===== src/rtl/pipeline_hazard_ctrl_pkg.sv =====
// Shared types for the pipeline sequencer and the pipeline register wrappers.
// Latency: n/a (types only). Backpressure: n/a.
package pipe_ctrl_pkg;

    typedef enum logic [1:0] {
        RUN    = 2'd0,
        DRAIN  = 2'd1,
        HALTED = 2'd2
    } ctrl_state_t;

    localparam logic [4:0] XZR_IDX = 5'd31;

    typedef struct packed {
        logic pc_en;
        logic ifid_en;
        logic ifid_flush;
        logic idex_en;
        logic idex_bubble;
        logic exmem_en;
        logic memwb_en;
        logic memwb_bubble;
    } pipe_ctl_t;

    function automatic logic load_use_hazard(
        input logic       ex_memread,
        input logic [4:0] ex_rd,
        input logic [4:0] id_rn,
        input logic [4:0] id_rm,
        input logic       id_uses_rm
    );
        return ex_memread && (ex_rd != XZR_IDX) &&
               ((ex_rd == id_rn) || (id_uses_rm && (ex_rd == id_rm)));
    endfunction

endpackage


===== src/rtl/pipeline_hazard_ctrl_sat_counter.sv =====
// Saturating event counter, clears on synchronous reset.
// Latency: count reflects inc one cycle later. Backpressure: none, holds at all-ones.
module sat_counter #(
    parameter int CNT_W = 32
) (
    input  logic             clk,
    input  logic             rst,
    input  logic             inc,
    output logic [CNT_W-1:0] count
);

    always_ff @(posedge clk) begin
        if (rst) begin
            count <= '0;
        end else if (inc && !(&count)) begin
            count <= count + 1'b1;
        end
    end

endmodule


===== src/rtl/pipeline_hazard_ctrl.sv =====
// Hazard/stall/flush sequencer for the 5-stage pipeline with drain-to-halt FSM.
// Latency: controls combinational from state+inputs; FSM/counters registered. Backpressure: memory wait freezes all stages but MEM/WB.
module pipeline_hazard_ctrl
    import pipe_ctrl_pkg::*;
#(
    parameter int DRAIN_CYCLES = 4,
    parameter int MAX_WAIT     = 16,
    parameter int CNT_W        = 32
) (
    input  logic             clk,
    input  logic             rst,
    input  logic [4:0]       id_rn,
    input  logic [4:0]       id_rm,
    input  logic             id_uses_rm,
    input  logic             ex_memread,
    input  logic [4:0]       ex_rd,
    input  logic             ex_br_taken,
    input  logic             mem_req,
    input  logic             mem_ready,
    input  logic             halt_req,
    output logic             pc_en,
    output logic             ifid_en,
    output logic             ifid_flush,
    output logic             idex_en,
    output logic             idex_bubble,
    output logic             exmem_en,
    output logic             memwb_en,
    output logic             memwb_bubble,
    output logic             halted,
    output logic             mem_timeout,
    output logic [CNT_W-1:0] stall_cnt,
    output logic [CNT_W-1:0] flush_cnt
);

    localparam int DW = (DRAIN_CYCLES > 1) ? $clog2(DRAIN_CYCLES) : 1;
    localparam int WW = $clog2(MAX_WAIT + 1);

    ctrl_state_t   state_q, state_d;
    logic [DW-1:0] drain_q, drain_d;
    logic [WW-1:0] wait_q,  wait_d;
    logic          timeout_q, timeout_d;
    logic          freeze, lu, stall_inc, flush_inc;
    pipe_ctl_t     ctl;

    assign freeze = (state_q != HALTED) && mem_req && !mem_ready;
    assign lu     = load_use_hazard(ex_memread, ex_rd, id_rn, id_rm, id_uses_rm);

    always_comb begin
        ctl       = '0;
        stall_inc = 1'b0;
        flush_inc = 1'b0;
        state_d   = state_q;
        drain_d   = drain_q;

        case (state_q)
            RUN: begin
                if (freeze) begin
                    ctl.memwb_en     = 1'b1;
                    ctl.memwb_bubble = 1'b1;
                end else if (ex_br_taken) begin
                    ctl       = '{pc_en: 1'b1, ifid_en: 1'b1, ifid_flush: 1'b1, idex_en: 1'b1,
                                  idex_bubble: 1'b1, exmem_en: 1'b1, memwb_en: 1'b1, memwb_bubble: 1'b0};
                    flush_inc = 1'b1;
                end else if (lu) begin
                    ctl       = '{pc_en: 1'b0, ifid_en: 1'b0, ifid_flush: 1'b0, idex_en: 1'b1,
                                  idex_bubble: 1'b1, exmem_en: 1'b1, memwb_en: 1'b1, memwb_bubble: 1'b0};
                    stall_inc = 1'b1;
                end else begin
                    ctl = '{pc_en: 1'b1, ifid_en: 1'b1, ifid_flush: 1'b0, idex_en: 1'b1,
                            idex_bubble: 1'b0, exmem_en: 1'b1, memwb_en: 1'b1, memwb_bubble: 1'b0};
                end
                if (halt_req && !freeze) begin
                    state_d = DRAIN;
                    drain_d = '0;
                end
            end
            DRAIN: begin
                if (freeze) begin
                    ctl.memwb_en     = 1'b1;
                    ctl.memwb_bubble = 1'b1;
                end else begin
                    // Fetch stays blocked; a taken branch still loads PC so resume lands on the target.
                    ctl = '{pc_en: 1'b0, ifid_en: 1'b1, ifid_flush: 1'b1, idex_en: 1'b1,
                            idex_bubble: 1'b0, exmem_en: 1'b1, memwb_en: 1'b1, memwb_bubble: 1'b0};
                    if (ex_br_taken) begin
                        ctl.pc_en       = 1'b1;
                        ctl.idex_bubble = 1'b1;
                        flush_inc       = 1'b1;
                    end else if (lu) begin
                        ctl.idex_bubble = 1'b1;
                    end
                end
                if (!halt_req) begin
                    state_d = RUN;
                    drain_d = '0;
                end else if (!freeze) begin
                    if (drain_q == DW'(DRAIN_CYCLES - 1)) begin
                        state_d = HALTED;
                        drain_d = '0;
                    end else begin
                        drain_d = drain_q + 1'b1;
                    end
                end
            end
            HALTED: begin
                if (!halt_req) begin
                    state_d = RUN;
                end
            end
            default: state_d = RUN;
        endcase

        if (freeze) begin
            stall_inc = 1'b1;
        end

        if (rst) begin
            ctl       = '0;
            stall_inc = 1'b0;
            flush_inc = 1'b0;
        end
    end

    always_comb begin
        wait_d    = '0;
        timeout_d = timeout_q;
        if (freeze) begin
            wait_d = (wait_q == WW'(MAX_WAIT)) ? wait_q : wait_q + 1'b1;
            if (wait_q >= WW'(MAX_WAIT - 1)) begin
                timeout_d = 1'b1;
            end
        end
    end

    always_ff @(posedge clk) begin
        if (rst) begin
            state_q   <= RUN;
            drain_q   <= '0;
            wait_q    <= '0;
            timeout_q <= 1'b0;
        end else begin
            state_q   <= state_d;
            drain_q   <= drain_d;
            wait_q    <= wait_d;
            timeout_q <= timeout_d;
        end
    end

    sat_counter #(.CNT_W(CNT_W)) u_stall_cnt (
        .clk   (clk),
        .rst   (rst),
        .inc   (stall_inc),
        .count (stall_cnt)
    );

    sat_counter #(.CNT_W(CNT_W)) u_flush_cnt (
        .clk   (clk),
        .rst   (rst),
        .inc   (flush_inc),
        .count (flush_cnt)
    );

    assign pc_en        = ctl.pc_en;
    assign ifid_en      = ctl.ifid_en;
    assign ifid_flush   = ctl.ifid_flush;
    assign idex_en      = ctl.idex_en;
    assign idex_bubble  = ctl.idex_bubble;
    assign exmem_en     = ctl.exmem_en;
    assign memwb_en     = ctl.memwb_en;
    assign memwb_bubble = ctl.memwb_bubble;
    assign halted       = (state_q == HALTED) && !rst;
    assign mem_timeout  = timeout_q && !rst;

endmodule


===== config.mk =====
export PLATFORM = sky130hd
export DESIGN_NAME = pipeline_hazard_ctrl
export DESIGN_NICKNAME = d
export VERILOG_FILES = /design/src/rtl/pipeline_hazard_ctrl_pkg.sv /design/src/rtl/pipeline_hazard_ctrl_sat_counter.sv /design/src/rtl/pipeline_hazard_ctrl.sv
export SDC_FILE = /design/constraint.sdc
export NUM_CORES = 1
export LEC_CHECK = 0
export ABC_AREA = 0
export ABC_CLOCK_PERIOD_IN_PS = 4600
export CAP_MARGIN = 20
export CORE_MARGIN = 3
export CORE_UTILIZATION = 45
export DETAILED_ROUTE_END_ITERATION = 8
export PLACE_DENSITY = 0.77
export SETUP_SLACK_MARGIN = 0.2
export SLEW_MARGIN = 20
export SYNTH_ARGS = -nofsm -noshare
export SYNTH_HDL_FRONTEND = slang
export SYNTH_SLANG_ARGS = --single-unit

===== constraint.sdc =====
create_clock -name clk -period 4.6 [get_ports clk]
set_clock_uncertainty 0.1 [all_clocks]
set_input_delay 0.92 -clock clk [delete_from_list [all_inputs] [get_ports clk]]
set_output_delay 0.92 -clock clk [all_outputs]
set_load 0.1 [all_outputs]

==> results.ini, run 1 <==
[status]
status = completed

[sta]
hold_viol = 0
max_slew_margin = 0.323
slew_viol_final = 0
rsz0062_at_grt = false
min_period_ns = 3.94
post-route-period-util = 0.856
setup_violations = 0
fin_ws_ns = 0.663
fin_tns_setup_ns = 0
fmax_ghz = 0.254
tightest_slew_ns = 1.01

[routing]
routed_wl_mm = 9.61
drc = 0
vias = 3796
antenna_left = 0
drt-wirelength-per-cell_um = 14.4
first_pass_iters = 4
post_drt_via_cell_ratio = 5.71
drtIter0Drc = 189

[clock_tree]
cts.sinks = 74
insertion_delay_ns = 0.34
clk_pin_slew_worst_paths_ns = 0.07
cts_tree = done
htreeDepth = 3
cts_resized = 0
cts_buffers = 9
cts.path.max_buffers = 2
cts-root-buf = clkbuf_8
post-cts-setup-buffer-count = 0
holdBufCountCts = 0

[min_path]
worst_hold_path.num_cells = 2
min_from = u_stall_cnt.count[19]
hold_path_end = u_stall_cnt.count[19]
hold_path.class = flop to flop

[floorplanning]
io_pins = 97
fp.dieH_um = 98.3
rows = 33
dieArea_um2 = 9670
start_util = 0.464
die_w_um = 98.3
core_um2 = 8260

[worst_setup_path]
rrSetupSlack_ns = 2.23
crit_fanout = 3
crit_type = input pin to output port
r2r_start = state_q[1]
worstPathArrival_ns = 2.92
r2r_end = u_flush_cnt.count[20]
crit_path_start_kind = input pin
rr_worst_depth = 6
required_ns = 3.58
end_kind = output port

[place]
post-place-ws_ns = 0.654
post-dp-hpwl_mm = 7.05
io_buffers = 96
gp_congestion = 0.843
dp.cells = 650

[yosys]
synth_cell_types = 51
syn_area_um2 = 3830
postSynth.asyncResetShare = 0
syn-instance-count = 466
synth_seq_area_share = 0.386
yosys_warnings = 0
ys_ff_latch = 74
synth_ff_type = dfxtp_1
syn-mean-instance-area_um2 = 8.23
synth-edff-count = 0
syn_nets = 495

[power_and_ir_drop]
combPwrFrac = 0.093
ir_drop_mv = 0.145
power_frac_seq = 0.471
powerDensity_nw_per_um2 = 269
clkPwrFrac = 0.435
p_sw_frac = 0.238
internal-power_w = 0.00104
p_switching_w = 0.000327
power_leakage_nw = 1.67

[finish]
fin_cells = 665
nNetsFinal = 585
drive_gt1_frac = 0.0768
n_antenna_cell = 0
synthToLayoutAreaGrowth_pct = 32.9

[global_routing]
grt.busiest_layer = met2
grt_pass1_wl_mm = 16.1
grt_max_degree = 53
antenna_found_initial = 0
use_met2 = 0.343
grt_use_total = 0.198
use_met3 = 0.0514
use_met1 = 0.238
grt_pass1_vias = 3669
grt_remaining_overflow = 0

[run]
drv_cap = 0

==> worst max-delay path, stage by stage <==
cell             delay (ns)
clkdlybuf4s50_1        0.55
nand3_1                0.08
o21ai_0                0.35
nand2b_1               0.24
nor2_1                 0.07
a2111oi_2              0.47
buf_12                 0.23
==> power groups by stage <==
| stage | registers, W | clock network (W) | logic (W) |
|---|---|---|---|
| 5_1_grt | 0.000646 | 0.000635 | 0.000136 |
| 6_report | 0.000646 | 0.000597 | 0.000128 |
| 3_5_place_dp | 0.000661 | 0 | 0.000129 |
| 3_3_place_gp | 0.000661 | 0 | 0.000126 |
| 4_1_cts | 0.000646 | 0.000608 | 0.000129 |
| 2_1_floorplan | 0.000670 | 0 | 0.0000756 |
==> sequential cells by signal (all words and copies together) (netlist names) <==
register / cells
u_stall_cnt.count: 32
u_flush_cnt.count: 32
drain_q: 2
state_q: 2
timeout_q: 1
wait_q: 5
==> stage by stage <==
stage          instance area (µm²)  utilization  power, W  hold slack [ns]
3_3_place_gp                  4860        0.589  0.000787            0.373
4_1_cts                       5100        0.617   0.00138            0.398
6_report                      5100        0.617   0.00137            0.397
2_1_floorplan                 3840            -  0.000746            0.392
3_5_place_dp                  4860        0.589  0.000790            0.388
5_1_grt                       5100        0.617   0.00142            0.433
==> layer usage <==
metal  up-vias  share of wire
met3        11          0.057
met2       113           0.48
li1       1882              -
met1      1790           0.45
met5         -              0
met4         0          0.013
==> worst max-delay path by stage <==
stage / startpoint / end / slack (ns) / cells past startpoint
CTS: ex_rd[2] / ifid_en / 0.64 / 7
global route: ex_rd[2] / ifid_en / 0.51 / 7
floorplan: rst / ifid_flush / 0.04 / 4
finish: ex_rd[0] / ifid_en / 0.66 / 7
detailed placement: ex_rd[2] / ifid_en / 0.65 / 7
global placement: ex_rd[2] / ifid_en / 0.67 / 7
==> cell usage after synthesis (4+ instances only) <==
cell type	count	area, µm²
nor2b_1	4	25.0
o311ai_0	4	35.0
or4_1	11	82.6
xor2_1	18	158
a21oi_1	32	160
o31ai_1	13	97.6
and3_1	10	62.6
nor4_1	4	25.0
buf_2	6	30.0
dfxtp_1	74	1480
o21ai_0	18	90.1
nand4_1	21	131
nand2_1	33	124
nand3_1	34	170
xnor2_1	20	175
ha_1	6	75.1
or3_1	19	119
and4_1	5	43.8
or2_2	5	31.3
nor3_1	15	75.1
mux2i_1	4	40.0
inv_1	16	60.1
clkbuf_1	12	45.0
nor2_1	44	165
o41ai_1	5	43.8
==> cell families (layout without fill, tap and decap cells) <==
group / count (synthesis) / count (layout) / synth area share
AOI/OAI and AO/OA: 90 / 90 / 0.150
adders and majority gates: 6 / 6 / 0.0196
xor gates and xnor gates: 38 / 38 / 0.0868
muxes: 5 / 5 / 0.0134
buffers and inverters: 36 / 130 / 0.0392
and+or+nand+nor: 217 / 217 / 0.304
DFF: 74 / 74 / 0.386
==> area by class of cell <==
| cell class | instances | area (µm²) |
|---|---|---|
| Clock inverter | 5 | 104 |
| Multi-Input combinational cell | 356 | 2210 |
| Sequential cell | 74 | 1480 |
| Fill cell | 739 | 3160 |
| Inverter | 16 | 60.1 |
| Timing Repair Buffer | 99 | 978 |
| Tap cell | 105 | 131 |
| Clock buffer | 10 | 128 |
==> cell usage in the layout (no fill, tap or decap), types with 13 or more instances in the layout <==
cell type,n
inv_1,16
dfxtp_1,74
o31ai_1,13
nor3_1,15
nand2_1,33
clkdlybuf4s50_1,85
nand4_1,21
xor2_1,18
nand3_1,34
o21ai_0,18
nor2_1,44
or3_1,19
a21oi_1,31
xnor2_1,20
Power figures use the tool's default switching activity.
==> run 2: changes to the inputs <==
--- a/config.mk
+++ b/config.mk
@@ -11,9 +11,10 @@
 export CORE_MARGIN = 3
 export CORE_UTILIZATION = 45
 export DETAILED_ROUTE_END_ITERATION = 8
-export PLACE_DENSITY = 0.77
+export PLACE_DENSITY = 0.76
 export SETUP_SLACK_MARGIN = 0.2
 export SLEW_MARGIN = 20
 export SYNTH_ARGS = -nofsm -noshare
 export SYNTH_HDL_FRONTEND = slang
+export SYNTH_HIERARCHICAL = 1
 export SYNTH_SLANG_ARGS = --single-unit
==> run 2 against run 1 <==
  * Hold slack got worse by 0.010 ns
  * Cell count increased by 1.5%
  * Final area up 6.3%
  * First-iteration DRC count shrank 34%
  * Sequential cell count stayed put
  * Via count is 2.4% higher
  * Largest cell class unchanged
  * Combinational power shrank 6%
  * Sequential share of layout area is 1.7 points lower
  * Worst setup slack improved by 0.20 ns
  * Clock power rose by 3%
  * Count of clock-buffer cells in the layout decreased by 1
==> results.ini, run 2 <==
[sta]
max_slew_margin = 0.337
post-route-period-util = 0.813
setup_violations = 0
fmax_ghz = 0.267
slew_viol_final = 0
rsz0062_at_grt = false
hold_viol = 0
min_period_ns = 3.74
fin_tns_setup_ns = 0
fin_ws_ns = 0.861
tightest_slew_ns = 0.991

[worst_setup_path]
cp_slowest_stage_delay_ns = 0.47
path_cells = clkdlybuf4s50_1, xor2_1, nor4_1, a32oi_1, o41a_1, buf_4
crit_fanout = 4
crit_family = buffers and inverters
crit_type = input pin to output port
required_ns = 3.58
crit_path_start_kind = input pin
crit_buf_inv = 2
cpMaxStageDelayCell = clkdlybuf4s50_1
worstPathArrival_ns = 2.72
end_kind = output port

[clock_tree]
htreeDepth = 3
cts.path.max_buffers = 2
cts.sinks = 74
clk_pin_slew_worst_paths_ns = 0.08
holdBufCountCts = 0
cts_tree = done
cts_buffers = 9
insertion_delay_ns = 0.35
cts_resized = 0
cts-root-buf = clkbuf_8
post-cts-setup-buffer-count = 0

[finish]
reg.largest.list = u_flush_cnt/count: 32 flops, u_stall_cnt/count: 32 flops, wait_q: 5 flops
fin_cells = 675
layout_common_cells = 85 x clkdlybuf4s50_1, 74 x dfxtp_1, 44 x a21oi_1, 33 x or3_1, 31 x nor2_1
drive_gt1_frac = 0.116
n_fill_cell = 785
n_antenna_cell = 0
synthToLayoutAreaGrowth_pct = 29.4
design_area_um2 = 5420
post-route-util = 0.609
final_common_cell = clkdlybuf4s50_1
nNetsFinal = 591

[yosys]
synth_seq_area_share = 0.354
ys_ff_latch = 74
syn-instance-count = 473
synth.largest_area_cell = dfxtp_1
netlist.area_leader.share = 0.354
synth_cell_types = 51
syn_area_um2 = 4190
synth_top_cells_by_count = 74 x dfxtp_1, 44 x a21oi_1, 33 x or3_1, 32 x nor2_1, 26 x nand2_1
synth-edff-count = 0
synth_ff_type = dfxtp_1
syn_nets = 502
yosys.cell_count.top_type = dfxtp_1
postSynth.asyncResetShare = 0
yosys_warnings = 6
ys_top_cells_by_area = dfxtp_1 35%, a21oi_1 5.3%, or3_1 4.9%
syn-mean-instance-area_um2 = 8.85

[routing]
dr_wl_met2_mm = 4.68
antenna_left = 0
wl_met3_um = 552
drtIter0Drc = 125
routed.top_layer = met4
first_pass_iters = 5
drt-wirelength-per-cell_um = 14.8
routed_wl_mm = 9.98
post_drt_via_cell_ratio = 5.76
drt-met1-wl_mm = 4.59
vias = 3886
drc = 0

[power_and_ir_drop]
powerDensity_nw_per_um2 = 255
ir_drop_mv = 0.155
power_leakage_nw = 1.74

[floorplanning]
dieArea_um2 = 10500
rows = 34
core_um2 = 8890
start_util = 0.471
io_pins = 97
die_w_um = 102
fp.dieH_um = 102

[global_routing]
grt_max_degree = 68
grt_remaining_overflow = 0
antenna_found_initial = 0
grt_pass1_wl_mm = 17.1
grt_pass1_vias = 3732
grt_use_total = 0.199

[place]
post-dp-hpwl_mm = 7.15
placed_area_um2 = 5180
post-place-ws_ns = 0.768
gp_congestion = 0.888
dp.cells = 659
io_buffers = 96

[status]
status = completed

[min_path]
hold_path.class = flop to flop

[run]
drv_cap = 0

## run 2: cell count changes after synthesis, sizes merged, moves of 11 or more
cell	delta
o21ai	+17
or3	+13
a21oi	+12
and4	+12
nand3	-11
nor2	-11
## run 2: cell type report
cell class	count	area (µm²)	share of cell area
Clock buffer	9	124	0.0229
Clock inverter	7	116	0.0215
Inverter	11	41.3	0.00762
Multi-Input combinational cell	366	2560	0.472
Sequential cell	74	1480	0.273
Tap cell	108	135	0.0249
Timing Repair Buffer	100	961	0.177
## run 2: metal layers
metal / vias up / track usage
met3: 12 / 0.0567
li1: 1939 / -
met5: - / 0
met1: 1828 / 0.261
met2: 107 / 0.314
met4: 0 / 0.0676
## run 2: path summary, 6_finish.rpt
| check | start | end | slack (ns) | cells past startpoint |
|---|---|---|---|---|
| max | ex_rd[1] | ifid_en | 0.86 | 6 |
| min | drain_q[1] | drain_q[1] | 0.39 | 2 |
| max reg2reg | state_q[1] | u_stall_cnt/count[26] | 1.87 | 9 |
| min reg2reg | drain_q[1] | drain_q[1] | 0.39 | 2 |
## run 2: through the flow
stage	hold slack, ns	total power [W]
floorplan	0.348	0.000742
global placement	0.362	0.000781
detailed placement	0.370	0.000783
CTS	0.381	0.00140
global route	0.405	0.00144
finish	0.387	0.00138
## run 2: cells by family (layout without fill, tap and decap cells)
family                     after synthesis  after routing  synth area share
adders and majority gates                6              6            0.0179
AOI/OAI and AO/OA                      116            116             0.196
muxes                                    1              1           0.00239
DFF                                     74             74             0.354
xor gates and xnor gates                39             39            0.0816
buffers and inverters                   33            127            0.0397
and+or+nand+nor                        204            204             0.308
## run 2: power by group
part           total [W]  internal, W  switching [W]
Clock           0.000613     0.000360       0.000253
Combinational   0.000120    0.0000396      0.0000806
Sequential      0.000647     0.000643     0.00000405
## run 2: tightest hold or removal path, stage by stage, from the launching register on
cell	delay [ns]
dfxtp_1	0.33
nand2_1	0.06
a21oi_1	0.06
